==> src/rtl/ws2812_pkg.sv <==
// Shared definitions for the WS2812 one-wire LED serializer.
// FSM state encoding, default 50 MHz pulse timings and the pixel width.
package ws2812_pkg;

   typedef enum logic [1:0] {
      IDLE  = 2'd0,
      HIGH  = 2'd1,
      LOW   = 2'd2,
      LATCH = 2'd3
   } state_t;

   localparam int unsigned PIXEL_BITS    = 24;
   localparam int unsigned T0H_DEF       = 20;
   localparam int unsigned T0L_DEF       = 43;
   localparam int unsigned T1H_DEF       = 40;
   localparam int unsigned T1L_DEF       = 23;
   localparam int unsigned TRESET_DEF    = 2750;
   localparam int unsigned CNT_WIDTH_DEF = 12;

endpackage

==> src/rtl/ws2812_serializer.sv <==
// Pops GRB words from the pixel FIFO and drives the WS2812 data line with
// cycle-counted high/low pulses, inserting the latch period when the FIFO runs dry.
module ws2812_serializer
   import ws2812_pkg::*;
#(
   parameter int unsigned DSIZE     = PIXEL_BITS,
   parameter int unsigned T0H       = T0H_DEF,
   parameter int unsigned T0L       = T0L_DEF,
   parameter int unsigned T1H       = T1H_DEF,
   parameter int unsigned T1L       = T1L_DEF,
   parameter int unsigned TRESET    = TRESET_DEF,
   parameter int unsigned CNT_WIDTH = CNT_WIDTH_DEF
) (
   input  logic             clk,
   input  logic             rst,
   input  logic             enable,
   input  logic [DSIZE-1:0] in_data,
   input  logic             in_valid,
   output logic             in_ready,
   output logic             led_out,
   output logic             busy,
   output logic             frame_done
);

   localparam int unsigned   IW       = (DSIZE > 1) ? $clog2(DSIZE) : 1;
   localparam logic [IW-1:0] LAST_BIT = IW'(DSIZE - 1);

   state_t               state, state_nxt;
   logic [CNT_WIDTH-1:0] cnt, cnt_nxt;
   logic [DSIZE-1:0]     shift, shift_nxt;
   logic [IW-1:0]        bit_idx, bit_idx_nxt;
   logic                 frame_done_nxt;
   logic                 accept;

   function automatic logic [CNT_WIDTH-1:0] high_reload(input logic b);
      return b ? CNT_WIDTH'(T1H - 1) : CNT_WIDTH'(T0H - 1);
   endfunction

   function automatic logic [CNT_WIDTH-1:0] low_reload(input logic b);
      return b ? CNT_WIDTH'(T1L - 1) : CNT_WIDTH'(T0L - 1);
   endfunction

   assign accept = in_valid && in_ready;

   // led_out is registered from the next state so it tracks HIGH cycle-exactly.
   always_ff @(posedge clk) begin
      if (rst) begin
         state      <= IDLE;
         cnt        <= '0;
         shift      <= '0;
         bit_idx    <= '0;
         led_out    <= 1'b0;
         frame_done <= 1'b0;
      end else begin
         state      <= state_nxt;
         cnt        <= cnt_nxt;
         shift      <= shift_nxt;
         bit_idx    <= bit_idx_nxt;
         led_out    <= (state_nxt == HIGH);
         frame_done <= frame_done_nxt;
      end
   end

   always_comb begin
      state_nxt      = state;
      cnt_nxt        = cnt;
      shift_nxt      = shift;
      bit_idx_nxt    = bit_idx;
      frame_done_nxt = 1'b0;
      case (state)
         IDLE: begin
            if (accept) begin
               shift_nxt   = in_data;
               bit_idx_nxt = '0;
               state_nxt   = HIGH;
               cnt_nxt     = high_reload(in_data[DSIZE-1]);
            end
         end
         HIGH: begin
            if (cnt == '0) begin
               state_nxt = LOW;
               cnt_nxt   = low_reload(shift[DSIZE-1]);
            end else begin
               cnt_nxt = cnt - CNT_WIDTH'(1);
            end
         end
         LOW: begin
            if (cnt == '0) begin
               if (bit_idx != LAST_BIT) begin
                  shift_nxt   = {shift[DSIZE-2:0], 1'b0};
                  bit_idx_nxt = bit_idx + IW'(1);
                  state_nxt   = HIGH;
                  cnt_nxt     = high_reload(shift[DSIZE-2]);
               end else if (accept) begin
                  shift_nxt   = in_data;
                  bit_idx_nxt = '0;
                  state_nxt   = HIGH;
                  cnt_nxt     = high_reload(in_data[DSIZE-1]);
               end else begin
                  state_nxt = LATCH;
                  cnt_nxt   = CNT_WIDTH'(TRESET - 1);
               end
            end else begin
               cnt_nxt = cnt - CNT_WIDTH'(1);
            end
         end
         LATCH: begin
            if (cnt == '0) begin
               state_nxt      = IDLE;
               frame_done_nxt = 1'b1;
            end else begin
               cnt_nxt = cnt - CNT_WIDTH'(1);
            end
         end
         default: state_nxt = IDLE;
      endcase
   end

   // Back-to-back pop only on the final LOW cycle of the last bit, so no gap appears.
   always_comb begin
      in_ready = 1'b0;
      if (!rst && enable) begin
         if (state == IDLE)
            in_ready = 1'b1;
         else if (state == LOW && cnt == '0 && bit_idx == LAST_BIT)
            in_ready = 1'b1;
      end
      busy = (state != IDLE);
   end

endmodule

==> config.mk <==
export PLATFORM = sky130hd
export DESIGN_NAME = ws2812_serializer
export DESIGN_NICKNAME = d
export VERILOG_FILES = /design/src/rtl/ws2812_pkg.sv /design/src/rtl/ws2812_serializer.sv
export SDC_FILE = /design/constraint.sdc
export NUM_CORES = 1
export LEC_CHECK = 0
export ABC_AREA = 1
export CAP_MARGIN = 20
export CORE_UTILIZATION = 49
export DETAILED_ROUTE_END_ITERATION = 10
export PLACE_DENSITY = 0.79
export SLEW_MARGIN = 10
export SYNTH_ARGS = -nofsm -noshare
export SYNTH_HDL_FRONTEND = slang
export SYNTH_SLANG_ARGS = --single-unit
==> constraint.sdc <==
create_clock -name clk -period 1.6 [get_ports clk]
set_input_delay 0.32 -clock clk [delete_from_list [all_inputs] [get_ports clk]]
set_output_delay 0.32 -clock clk [all_outputs]
set_load 0.005 [all_outputs]
==> out/qor.log, run 1 <==
qor: grt.globalRouteTotalUtil 26.1%
qor: grt.via_count_of_the_first_global_routing_pass 2,412
qor: floorplan.die_extent_in_x 70.9 um
qor: grt.grt_remaining_overflow 0
qor: logic_synthesis.synth_seq_area_share 38.8%
qor: floorplan.top_level_ports 32
qor: sta.setup_ws -195 ps
qor: worst_setup_path.critical_path_peak_fanout 2
qor: finish.stdcell_count 476
qor: placed_design.pre_cts_ws -508 ps
qor: logic_synthesis.syn_area_per_cell 7.15 um^2
qor: placed_design.io_buffer_count 31
qor: power_and_ir_drop.peakVddDrop 650 uV
qor: logic_synthesis.post_syn_instances 325
qor: finish.drive_gt1_share 35.8%
qor: logic_synthesis.mappedNetlistNets 355
qor: sta.slew_headroom 80.2%
qor: placed_design.globalplace.congestion 0.871
qor: cts.clock-sinks 45
qor: drt.remaining_drc_errors 2
qor: logic_synthesis.post_synth_num_cell_types 33
qor: status.result_of_the_run complete, but fails checks
qor: sta.min_period_over_period 112%
qor: run.drv.max_cap_violation_count 0
qor: cts.clock_tree_from_tritoncts built
qor: floorplan.rows 24
qor: sta.hold_violations 0
qor: placed_design.place.detailed.hpwl 4.20 mm
qor: floorplan.die_area 5020 um^2
qor: worst_setup_path.worst-endpoint-required 1280 ps
qor: drt.detail_route.first_pass.iterations 7
qor: sta.setup_tns -5690 ps
qor: cts.worstSkewPairLatency 310 ps
qor: min_path.worst_hold_path_type reg -> reg
qor: floorplan.core_region_area 4440 um^2
qor: cts.clk_pin_slew 90 ps
qor: finish.num_antenna_cells 0
qor: worst_setup_path.arrival 1470 ps
qor: grt.grt_antenna_before_repair 0
qor: cts.holdBufCountCts 0
qor: sta.clock_skew 8.30 ps
qor: logic_synthesis.ys_ff_latch 45
qor: sta.setup_viol 42
qor: worst_setup_path.end_kind output pin
qor: grt.grt_pass1_wl 10.4 mm
qor: finish.net_total_in_the_final_layout 453
qor: drt.detail-route-antenna-nets 0
qor: grt.grt_max_degree 28
qor: cts.clock_tree.buffer_depth 2
qor: drt.drt_iter0_markers 133
qor: sta.setup_repair_after_global_routing_missed_its_margin yes
qor: finish.relative_area_change_from_synthesis_to_final_layout 54.3%
qor: logic_synthesis.post-synth-top-area-cell sky130_fd_sc_hd__dfxtp_1
qor: sta.fmax 557 MHz
qor: logic_synthesis.synth.cell_area 2320 um^2
qor: worst_setup_path.worst-setup-path-type reg -> out
qor: finish.finalCoreUtilization 80.7%
qor: finish.final_common_cell sky130_fd_sc_hd__buf_4
qor: drt.drt-vias-per-instance 5.50
qor: floorplan.initial_core_util 52.3%
qor: logic_synthesis.ys_top_cells_by_area sky130_fd_sc_hd__dfxtp_1, sky130_fd_sc_hd__nor2_1, sky130_fd_sc_hd__nand2_1
qor: finish.most-common-layout-cells sky130_fd_sc_hd__buf_4, sky130_fd_sc_hd__nand2_1, sky130_fd_sc_hd__nor2_1
qor: logic_synthesis.synth_top_area_share 38.8%
qor: sta.final-max-slew-violation-count 0
qor: cts.cts_buffers 5
qor: sta.final.min_clock_period 1790 ps
qor: cts.cts_htree_levels 2
qor: logic_synthesis.yosysWarningCount 0
qor: status.failed_checks DRC, setup timing
qor: power_and_ir_drop.power.density 1010 nW/um^2
qor: drt.route.vias.total 2,620
qor: worst_setup_path.startpoint_type register
qor: cts.clk_root_buffer_cell sky130_fd_sc_hd__clkbuf_8
qor: sta.max_slew.worst_pin.slew 298 ps
qor: floorplan.floorplan.die.height 70.9 um
qor: drt.totalWireLength 7.23 mm
qor: drt.route.detailed.wl_per_inst 15.2 um
qor: power_and_ir_drop.static-leakage-power 1.56 nW
qor: placed_design.placed_cells 448
-- flip-flops by register name, summed over array words and instances, names as in the netlist --
name and count:
state 2, frame_done 1, bit_idx 5, cnt 12, led_out 1, shift 24
-- stage by stage --
| stage | cell area, um^2 | total power, mW | hold slack, ps |
|---|---|---|---|
| global placement | 3060 | 2.44 | 458 |
| finish | 3590 | 3.62 | 480 |
| global route | 3590 | 3.81 | 507 |
| detailed placement | 3060 | 2.47 | 455 |
| CTS | 3290 | 3.36 | 475 |
| floorplan | 2330 | 2.01 | 439 |
-- cell type report --
class                   instances  area [um^2]
multi-input cells             232         1400
repair buffers                104          961
flip-flops and latches         45          908
fillers                       281          858
inverters                      35          151
clock buffers                   6         82.6
well taps                      52         65.1
clock inverters                 2         17.5
-- timing repair --
action | in CTS | in global routing
pin swaps | 6 | 37
setup endpoints to repair | 45 | 44
setup buffers | 8 | 10
cloned | 0 | 3
gates resized for setup | 29 | 52
-- critical path: stages (launching register included) --
cell	delay [ps]
sky130_fd_sc_hd__dfxtp_2	360
sky130_fd_sc_hd__ha_4	140
sky130_fd_sc_hd__nand4_1	160
sky130_fd_sc_hd__a21oi_2	230
sky130_fd_sc_hd__and2_4	180
sky130_fd_sc_hd__buf_6	90
-- cells by family after synthesis --
logic type	Yosys count	share of synthesized area, %
compound gates	71	20.0
xor+xnor	7	2.64
fa+ha+maj	2	1.08
buf+inv	48	8.72
simple gates	152	28.8
flops	45	38.8
-- path summary, 6_finish.rpt --
kind,from,end,slack [ps],cells past startpoint
max,bit_idx[1],in_ready,-190,5
min,shift[20],shift[20],480,2
max reg2reg,bit_idx[1],shift[21],-190,11
min reg2reg,shift[20],shift[20],480,2
-- synthesized netlist by cell type (all sizes together) --
library cell,count
and2,1
a21oi,25
o21bai,1
nor3,3
nand2,63
o211ai,1
nor2,68
dfxtp,45
a31o,1
o221ai,22
nand4,2
o22ai,3
a21boi,1
xor2,5
ha,2
xnor2,2
nand3b,2
buf,7
nand3,13
clkbuf,6
o21a,3
o21ai,14
inv,34
clkinv,1
-- power by group --
group          leakage, nW  total, mW  internal, mW  switching, mW
Clock               0.0518      0.787         0.359          0.428
Sequential           0.369       1.29          1.22         0.0653
Combinational         1.14       1.55         0.750          0.795
Total                 1.56       3.62          2.33           1.29
-- metal layers --
metal / part of all wire, % / GRT usage (%) / up-vias
met4: 3.4 / 12.9 / 0
met5: 0 / 0 / -
li1: - / - / 1282
met3: 4.0 / 4.42 / 27
met2: 52 / 46.0 / 106
met1: 40 / 30.8 / 1205
(Power assumes the default switching activity.)
==> run 2, diff against run 1 <==
--- a/config.mk
+++ b/config.mk
@@ -10,7 +10,6 @@
 export CORE_UTILIZATION = 49
 export DETAILED_ROUTE_END_ITERATION = 10
 export PLACE_DENSITY = 0.79
-export SLEW_MARGIN = 10
 export SYNTH_ARGS = -nofsm -noshare
 export SYNTH_HDL_FRONTEND = slang
 export SYNTH_SLANG_ARGS = --single-unit
==> results of run 2 <==
Same layout as run 1: the final DEF is identical, and so are final timing and power.
==> run 3, diff against run 2 <==
--- a/config.mk
+++ b/config.mk
@@ -9,6 +9,7 @@
 export CAP_MARGIN = 20
 export CORE_UTILIZATION = 49
 export DETAILED_ROUTE_END_ITERATION = 10
+export MAX_ROUTING_LAYER = met4
 export PLACE_DENSITY = 0.79
 export SYNTH_ARGS = -nofsm -noshare
 export SYNTH_HDL_FRONTEND = slang
==> run 3 against run 2 <==
The run still ends with DRC, setup timing left. Worst setup slack worse by 9.3 ps. Sequential power hardly changed. Largest power group unchanged. Hold slack got worse by 1.8 ps. Critical path type unchanged. Clock power hardly changed.
==> out/qor.log, run 3 (synthesis gave the netlist of run 1 again) <==
qor: drt.drt_iter0_markers 162
qor: floorplan.initial_core_util 52.3%
qor: floorplan.top_level_ports 32
qor: drt.route.detailed.wl_per_inst 15.3 um
qor: grt.grt_pass1_wl 10.4 mm
qor: sta.setup_tns -5900 ps
qor: worst_setup_path.arrival 1480 ps
qor: worst_setup_path.critical_path_peak_fanout 2
qor: power_and_ir_drop.static-leakage-power 1.56 nW
qor: drt.drt-vias-per-instance 5.41
qor: worst_setup_path.crit_slowest_cell sky130_fd_sc_hd__dfxtp_2
qor: drt.detail-route-antenna-nets 0
qor: placed_design.io_buffer_count 31
qor: sta.slew_headroom 80.1%
qor: finish.registers.top_by_ff_count shift
qor: min_path.worst_hold_path_type reg -> reg
qor: finish.most-common-layout-cells sky130_fd_sc_hd__buf_4, sky130_fd_sc_hd__nand2_1, sky130_fd_sc_hd__nor2_1
qor: finish.relative_area_change_from_synthesis_to_final_layout 54.3%
qor: grt.globalRouteTotalUtil 27.0%
qor: sta.final-max-slew-violation-count 0
qor: grt.via_count_of_the_first_global_routing_pass 2,411
qor: finish.num_antenna_cells 0
qor: worst_setup_path.timing.critical_path.from bit_idx[1]
qor: run.drv.max_cap_violation_count 0
qor: cts.worstSkewPairLatency 310 ps
qor: grt.grt_remaining_overflow 0
qor: floorplan.die_extent_in_x 70.9 um
qor: finish.largestRegisters shift x24, cnt x12, bit_idx x5
qor: cts.clock_tree.buffer_depth 2
qor: worst_setup_path.setup.reg_to_reg.worst_slack -200 ps
qor: finish.largest_reg_flops 24
qor: sta.setup_viol 42
qor: sta.min_period_over_period 113%
qor: power_and_ir_drop.peakVddDrop 652 uV
qor: finish.drive_gt1_share 35.8%
qor: status.result_of_the_run complete, but fails checks
qor: power_and_ir_drop.report.power.total 3.62 mW
qor: sta.hold_slack 478 ps
qor: floorplan.floorplan.die.height 70.9 um
qor: sta.max_slew.worst_pin.slew 299 ps
qor: cts.cts_htree_levels 2
qor: min_path.timing.hold.worst.start shift[20]
qor: finish.final_common_cell sky130_fd_sc_hd__buf_4
qor: worst_setup_path.timing.critical_path.max_delay_family flip-flops
qor: finish.final_cell_area 3590 um^2
qor: finish.stdcell_count 476
qor: drt.totalWireLength 7.27 mm
qor: status.failed_checks DRC, setup timing
qor: floorplan.rows 24
qor: placed_design.placed_cells 448
qor: cts.clock-sinks 45
qor: sta.fmax 554 MHz
qor: floorplan.die_area 5020 um^2
qor: grt.grt_antenna_before_repair 0
qor: worst_setup_path.worst-setup-path-type reg -> out
qor: cts.clock_tree_from_tritoncts built
qor: drt.remaining_drc_errors 2
qor: cts.clk_pin_slew 90 ps
qor: cts.clk_root_buffer_cell sky130_fd_sc_hd__clkbuf_8
qor: placed_design.pre_cts_ws -508 ps
qor: floorplan.core_region_area 4440 um^2
qor: placed_design.placed_area 3060 um^2
qor: placed_design.globalplace.congestion 0.885
qor: worst_setup_path.end_kind output pin
qor: sta.final.min_clock_period 1800 ps
qor: sta.hold_violations 0
qor: finish.net_total_in_the_final_layout 453
qor: sta.setup_repair_after_global_routing_missed_its_margin yes
qor: worst_setup_path.critical_path_buf_inv_count 1
qor: worst_setup_path.series_of_cell_instances_along_the_critical_path ha_4 -> nand4_1 -> a21oi_2 -> and2_4 -> buf_6
qor: grt.grt_max_degree 28
qor: drt.route.vias.total 2,577
qor: drt.detail_route.first_pass.iterations 7
qor: worst_setup_path.worst-endpoint-required 1280 ps
qor: finish.fillCellCount 281
qor: sta.setup_ws -204 ps
qor: placed_design.place.detailed.hpwl 4.20 mm
qor: power_and_ir_drop.power.density 1010 nW/um^2
qor: finish.finalCoreUtilization 80.7%
qor: worst_setup_path.rr_startpoint bit_idx[1]
qor: worst_setup_path.crit_path_max_incr_delay 370 ps
qor: sta.clock_skew 8.80 ps
qor: cts.cts_buffers 5
qor: worst_setup_path.startpoint_type register
[run 3: path summary, 6_finish.rpt]
path,end,cells past startpoint
hold reg to reg,shift[20],2
setup / recovery,in_ready,5
setup reg to reg,shift[21],11
hold / removal,shift[20],2
[run 3: area by class of cell]
class | count | area [um^2] | share of cell area, %
Timing Repair Buffer | 104 | 961 | 26.8
Multi-Input combinational cell | 232 | 1400 | 39.0
Clock buffer | 6 | 82.6 | 2.30
Inverter | 35 | 151 | 4.22
Tap cell | 52 | 65.1 | 1.81
Sequential cell | 45 | 908 | 25.3
Clock inverter | 2 | 17.5 | 0.488
[run 3: per-layer routing]
layer / wire length [um] / up-vias / share of wire [%] / track usage [%]
met5: 0 / - / 0 / -
met4: 275 / 0 / 3.8 / 12.9
met3: 280 / 30 / 3.9 / 4.13
met2: 3760 / 94 / 52 / 46.0
met1: 2950 / 1178 / 41 / 31.0
li1: - / 1275 / - / -
[run 3: worst reg2reg max path, cell delays in order, from the launching register on]
cell                        delay, ps
sky130_fd_sc_hd__dfxtp_2          370
sky130_fd_sc_hd__ha_4             140
sky130_fd_sc_hd__nand4_1          170
sky130_fd_sc_hd__a21oi_2          240
sky130_fd_sc_hd__buf_4            140
sky130_fd_sc_hd__nand3_4          100
sky130_fd_sc_hd__nand2_4          140
sky130_fd_sc_hd__nand2_4           80
sky130_fd_sc_hd__inv_6             90
sky130_fd_sc_hd__clkbuf_16        150
sky130_fd_sc_hd__nor2_2            40
sky130_fd_sc_hd__nor2_1           100
[run 3: power by group]
part / internal (mW) / total, mW / switching, mW / leakage (nW)
registers: 1.22 / 1.29 / 0.0658 / 0.369
clock network: 0.359 / 0.788 / 0.429 / 0.0518
logic: 0.750 / 1.55 / 0.796 / 1.14
total: 2.33 / 3.62 / 1.29 / 1.56
[run 3: repair_timing]
action | 4_1_cts | 5_1_grt
pin swaps | 6 | 37
gates resized for setup | 29 | 52
cloned | 0 | 3
hold buffers | 0 | 0
endpoints found under the setup margin | 45 | 44
buffers inserted | 8 | 10
hold endpoints to repair | 0 | 0
